## src/rtl/fft_stage_sequencer.sv

```systemverilog
// Iterative radix-2 FFT stage scheduler: loads a frame, runs it NPOINT times through one shared butterfly, presents the result.
// Latency: 1 load cycle + per stage (issue handshake + butterfly latency + 1 capture cycle).
// Backpressure: valid/busy on every port; valids and data hold until taken; one frame in flight.
module fft_stage_sequencer #(
  parameter int WIDTH     = 16,
  parameter int NPOINT    = 3,
  parameter int BITREV_IN = 1
) (
  input  logic                          clk,
  input  logic                          rst_n,
  input  logic                          din_valid,
  output logic                          din_busy,
  input  logic [WIDTH*(2**NPOINT)-1:0]  din_real,
  input  logic [WIDTH*(2**NPOINT)-1:0]  din_imag,
  output logic                          bf_din_valid,
  input  logic                          bf_din_busy,
  output logic [WIDTH*(2**NPOINT)-1:0]  bf_din_real,
  output logic [WIDTH*(2**NPOINT)-1:0]  bf_din_imag,
  output logic [NPOINT-1:0]             bf_step,
  input  logic                          bf_dout_valid,
  output logic                          bf_dout_busy,
  input  logic [WIDTH*(2**NPOINT)-1:0]  bf_dout_real,
  input  logic [WIDTH*(2**NPOINT)-1:0]  bf_dout_imag,
  output logic                          dout_valid,
  input  logic                          dout_busy,
  output logic [WIDTH*(2**NPOINT)-1:0]  dout_real,
  output logic [WIDTH*(2**NPOINT)-1:0]  dout_imag,
  output logic                          seq_err
);

  localparam int NS     = 2**NPOINT;
  localparam int FW     = WIDTH * NS;
  localparam int LAST_I = NPOINT - 1;
  localparam logic [NPOINT-1:0] LAST_STAGE = LAST_I[NPOINT-1:0];

  typedef enum logic [1:0] {
    S_IDLE  = 2'd0,
    S_ISSUE = 2'd1,
    S_WAIT  = 2'd2,
    S_DONE  = 2'd3
  } state_t;

  state_t            state_q, state_d;
  logic [NPOINT-1:0] stage_q, stage_d;
  logic [FW-1:0]     buf_real_q, buf_imag_q;
  logic [FW-1:0]     load_real, load_imag;
  logic              seq_err_q;
  logic              din_xfer, bf_in_xfer, bf_out_xfer, dout_xfer;

  // Reverse the low NPOINT bits of a sample index.
  function automatic int bitrev(input int idx);
    int r;
    r = 0;
    for (int b = 0; b < NPOINT; b++) begin
      if (((idx >> b) & 1) == 1) r = r | (1 << (NPOINT - 1 - b));
    end
    return r;
  endfunction

  // Load permutation is pure wiring: buffer slot g takes input sample SRC.
  for (genvar g = 0; g < NS; g++) begin : g_load
    localparam int SRC = (BITREV_IN != 0) ? bitrev(g) : g;
    assign load_real[g*WIDTH +: WIDTH] = din_real[SRC*WIDTH +: WIDTH];
    assign load_imag[g*WIDTH +: WIDTH] = din_imag[SRC*WIDTH +: WIDTH];
  end

  // Handshake completions; each is qualified by the state that owns the port.
  assign din_xfer    = (state_q == S_IDLE)  && din_valid;
  assign bf_in_xfer  = (state_q == S_ISSUE) && !bf_din_busy;
  assign bf_out_xfer = (state_q == S_WAIT)  && bf_dout_valid;
  assign dout_xfer   = (state_q == S_DONE)  && !dout_busy;

  // Next-state and stage counter; the counter never wraps because the last stage exits to DONE.
  always_comb begin
    state_d = state_q;
    stage_d = stage_q;
    case (state_q)
      S_IDLE: begin
        if (din_xfer) begin
          stage_d = '0;
          state_d = S_ISSUE;
        end
      end
      S_ISSUE: begin
        if (bf_in_xfer) state_d = S_WAIT;
      end
      S_WAIT: begin
        if (bf_out_xfer) begin
          if (stage_q == LAST_STAGE) begin
            state_d = S_DONE;
          end else begin
            stage_d = stage_q + 1'b1;
            state_d = S_ISSUE;
          end
        end
      end
      S_DONE: begin
        if (dout_xfer) state_d = S_IDLE;
      end
      default: state_d = S_IDLE;
    endcase
  end

  // Handshake outputs decoded from the registered state only.
  always_comb begin
    din_busy     = 1'b1;
    bf_din_valid = 1'b0;
    bf_dout_busy = 1'b1;
    dout_valid   = 1'b0;
    case (state_q)
      S_IDLE:  din_busy     = 1'b0;
      S_ISSUE: bf_din_valid = 1'b1;
      S_WAIT:  bf_dout_busy = 1'b0;
      S_DONE:  dout_valid   = 1'b1;
      default: din_busy     = 1'b1;
    endcase
  end

  // State and stage registers.
  always_ff @(posedge clk or negedge rst_n) begin
    if (!rst_n) begin
      state_q <= S_IDLE;
      stage_q <= '0;
    end else begin
      state_q <= state_d;
      stage_q <= stage_d;
    end
  end

  // In-place frame buffer: written on frame load and on each accepted butterfly result.
  always_ff @(posedge clk or negedge rst_n) begin
    if (!rst_n) begin
      buf_real_q <= '0;
      buf_imag_q <= '0;
    end else if (din_xfer) begin
      buf_real_q <= load_real;
      buf_imag_q <= load_imag;
    end else if (bf_out_xfer) begin
      buf_real_q <= bf_dout_real;
      buf_imag_q <= bf_dout_imag;
    end
  end

  // Sticky flag for a butterfly result arriving when none is outstanding.
  always_ff @(posedge clk or negedge rst_n) begin
    if (!rst_n) begin
      seq_err_q <= 1'b0;
    end else if (bf_dout_valid && (state_q != S_WAIT)) begin
      seq_err_q <= 1'b1;
    end
  end

  assign bf_step     = stage_q;
  assign bf_din_real = buf_real_q;
  assign bf_din_imag = buf_imag_q;
  assign dout_real   = buf_real_q;
  assign dout_imag   = buf_imag_q;
  assign seq_err     = seq_err_q;

endmodule

```

## config.mk

```make
export PLATFORM = sky130hd
export DESIGN_NAME = fft_stage_sequencer
export DESIGN_NICKNAME = d
export VERILOG_FILES = /design/src/rtl/fft_stage_sequencer.sv
export SDC_FILE = /design/constraint.sdc
export NUM_CORES = 1
export LEC_CHECK = 0
export CAP_MARGIN = 20
export CORE_AREA = 2 2 409 411
export CTS_CLUSTER_SIZE = 8
export DETAILED_ROUTE_END_ITERATION = 10
export DIE_AREA = 0 0 411 413
export DONT_BUFFER_PORTS = 1
export PLACE_DENSITY = 0.3
export SETUP_SLACK_MARGIN = 0.02
export SLEW_MARGIN = 30
export SYNTH_ARGS = -nofsm -noshare
export SYNTH_HDL_FRONTEND = slang
export SYNTH_SLANG_ARGS = --single-unit
```

## constraint.sdc

```tcl
create_clock -name clk -period 2.05 [get_ports clk]
set_input_delay 0 -clock clk [delete_from_list [all_inputs] [get_ports clk]]
set_output_delay 0 -clock clk [all_outputs]
set_load 0.02 [all_outputs]
```

==> impl_metrics.ini <==
[clock_network]
clock_sinks = 262
cts_max_level = 2
cts_buffer_depth = 3
reg_clk_slew_reported_paths_ns = 0.05
cts_made_buffers = 40
ctsHoldBuffers = 519
tritoncts_clock_tree = yes
worst_skew_pair.late_latency_ns = 0.60
clock_tree.root_cell = sky130_fd_sc_hd__clkbuf_16

[critical_path]
arrival_worst_endpoint_ns = 2.43
crit_path_launch_type = flop
cp.required_ns = 2.53
crit_fanout = 55
critical_path_class = reg -> reg
kind_of_capture_point_of_the_worst_setup_path = flop

[floorplan]
die-height_um = 413
core_sq_um = 166000
design.die.area_sq_um = 170000
placementRows = 150
initial_cell_density_of_the_core_pct = 8.36
boundaryPins = 1038
floorplan.die.width_um = 411

[logic_synthesis]
synth-edff-count = 0
mapped_avg_cell_area_sq_um = 11.7
ys_types = 31
netlist_area_sq_um = 13900
asyncSetResetFlopFracSynth_pct = 100
ys_seq_elements = 262
yosys_warnings = 0
synth-seq-area-share_pct = 47.3
synth_cells = 1180
yosys_most_used_dff = sky130_fd_sc_hd__dfrtp_1
syn_nets = 1700

[timing]
finalHoldViolCount = 262
slew_violations = 0
timing.final.setup_violations = 0
skew_ns = 0.0294
fin_setup_tns_ns = 0
slew_headroom_pct = 51.0
slew_at_the_pin_with_the_worst_max_slew_slack_ns = 0.735
finalWorstPathRequiredPeriod_ns = 1.96
fin_hold_ws_ns = -0.875
timing.final.ws_setup_ns = 0.0942
max_clock_freq_mhz = 511
setup_repair_after_global_routing_missed_its_margin = false
min_period_over_period_pct = 95.4

[global_routing]
grt_first_pass_wirelength_um = 95500
grt_antenna_before_repair = 16
first_global_vias = 12113
grt_overflow_total = 0
grt.total_usage_pct = 7.90
grt_max_degree = 263

[layout]
most_common_library_cell_in_the_layout_ignoring_fill_and_taps = sky130_fd_sc_hd__dlygate4sd3_1
layoutNonFillerInstCount = 3669
mostFrequentLayoutCells = 519 x sky130_fd_sc_hd__dlygate4sd3_1, 508 x sky130_fd_sc_hd__o22a_1, 260 x sky130_fd_sc_hd__dfrtp_1
drive_gt1_share_pct = 9.20
num-nets-final = 1968
syn_to_final_growth_pct = 53.3

[route]
route.detailed.drc = 0
postRouteWirelength_um = 73600
initialDrtViolationCount = 705
via_count = 11672
detail_route.wl_per_cell_um = 20.1
via_per_inst = 3.18
final_antenna_net_count = 0
drt_first_pass_iters = 7

[power_and_ir_drop]
vdd_drop_max_uv = 760
power.leakage_nw = 7.28
pd_cells_nw_per_um2 = 1680

[outcome]
outcome = complete, but fails checks
failed_checks = hold timing

[min_path]
hold_path_class = in -> async

[placement]
post-place-ws_ns = 0.253
place_hpwl_um = 52200
globalplace.congestion = 0.877
numPlacedInstances = 3087
io_buffers = 0

[job]
timing.max_cap.violations = 0
[layer usage]
metal  up-vias  track usage (%)  part of all wire, %
li1       4828                -                    -
met1      5914             9.07                   38
met3       142             3.52                   11
met4        10             3.46                  3.9
met5         -            0.565                 0.26
met2       778             12.6                   46
[critical path, cell delays in order (launching register included)]
cell                            delay (ns)
sky130_fd_sc_hd__dfrtp_2              0.45
sky130_fd_sc_hd__nand2b_4             0.21
sky130_fd_sc_hd__buf_16               0.19
sky130_fd_sc_hd__o22a_1               0.22
sky130_fd_sc_hd__dlygate4sd3_1        0.57
sky130_fd_sc_hd__o22a_1               0.19
[through the flow]
stage / util, % / power [mW] / instance area (sq um)
2_1_floorplan: - / 26.4 / 13900
3_3_place_gp: 8.91 / 28.1 / 14800
3_5_place_dp: 8.91 / 28.3 / 14800
4_1_cts: 12.8 / 36.1 / 21200
5_1_grt: 12.8 / 37.6 / 21200
6_report: 12.8 / 35.8 / 21300
[kinds of logic after synthesis]
kind of cell	after synthesis	share of synthesized area [%]
AO/OA/AOI/OAI	518	32.7
buffers and inverters	373	18.6
flip-flops	262	47.3
AND/OR/NAND/NOR	22	0.957
multiplexers	3	0.226
adder cells (fa/ha/maj)	2	0.180
[synthesized netlist by cell type, types with 3 or more instances]
master | n | area [sq um]
sky130_fd_sc_hd__buf_6 | 15 | 169
sky130_fd_sc_hd__buf_4 | 272 | 2040
sky130_fd_sc_hd__clkbuf_1 | 39 | 146
sky130_fd_sc_hd__nand2_1 | 3 | 11.3
sky130_fd_sc_hd__nand2b_1 | 3 | 18.8
sky130_fd_sc_hd__and2_1 | 3 | 18.8
sky130_fd_sc_hd__buf_1 | 6 | 22.5
sky130_fd_sc_hd__o22a_1 | 508 | 4450
sky130_fd_sc_hd__dfrtp_1 | 262 | 6560
sky130_fd_sc_hd__buf_2 | 38 | 190
[path summary, 6_finish.rpt]
| kind | from | slack [ns] | endpoint | depth (start not counted) |
|---|---|---|---|---|
| min in group clk | bf_dout_real[94] | 0.20 | bf_din_real[94]$_DFFE_PN0P_ | 3 |
| worst max register to register | state_q[1]$_DFFE_PN0P_ | 0.09 | bf_din_real[100]$_DFFE_PN0P_ | 5 |
| max in group asynchronous | rst_n | 2.27 | state_q[0]$_DFFE_PN0P_ | 0 |
| worst min-delay path | rst_n | -0.88 | bf_din_imag[76]$_DFFE_PN0P_ | 0 |
| worst max-delay path | state_q[1]$_DFFE_PN0P_ | 0.09 | bf_din_real[100]$_DFFE_PN0P_ | 5 |
| worst min register to register | bf_din_imag[88]$_DFFE_PN0P_ | 0.50 | bf_din_imag[88]$_DFFE_PN0P_ | 1 |
[registers in the layout (all words and copies together), names as in the netlist]
name         flops
state_q          2
bf_din_real    128
bf_step          3
seq_err          1
bf_din_imag    128
[what timing repair did]
item	CTS	global route
resized for setup	2	3
gates cloned	1	2
setup buffers	0	1
setup endpoints to repair	2	10
endpoints found under the hold margin	524	262
[report_power, final]
| part | switching [mW] | leakage (nW) | internal [mW] |
|---|---|---|---|
| combinational | 6.68 | 3.83 | 5.71 |
| clock | 2.60 | 0.554 | 3.77 |
| sequential | 9.38 | 2.90 | 7.64 |
[area by class of cell]
cell class | instances | area (sq um)
Inverter | 2 | 7.51
Sequential cell | 262 | 6560
Clock buffer | 47 | 1080
Timing Repair Buffer | 597 | 6030
Clock inverter | 4 | 55.1
Antenna cell | 8 | 20.0
Fill cell | 18668 | 145000
Multi-Input combinational cell | 545 | 4740
Tap cell | 2204 | 2760
(Power assumes the default switching activity.)
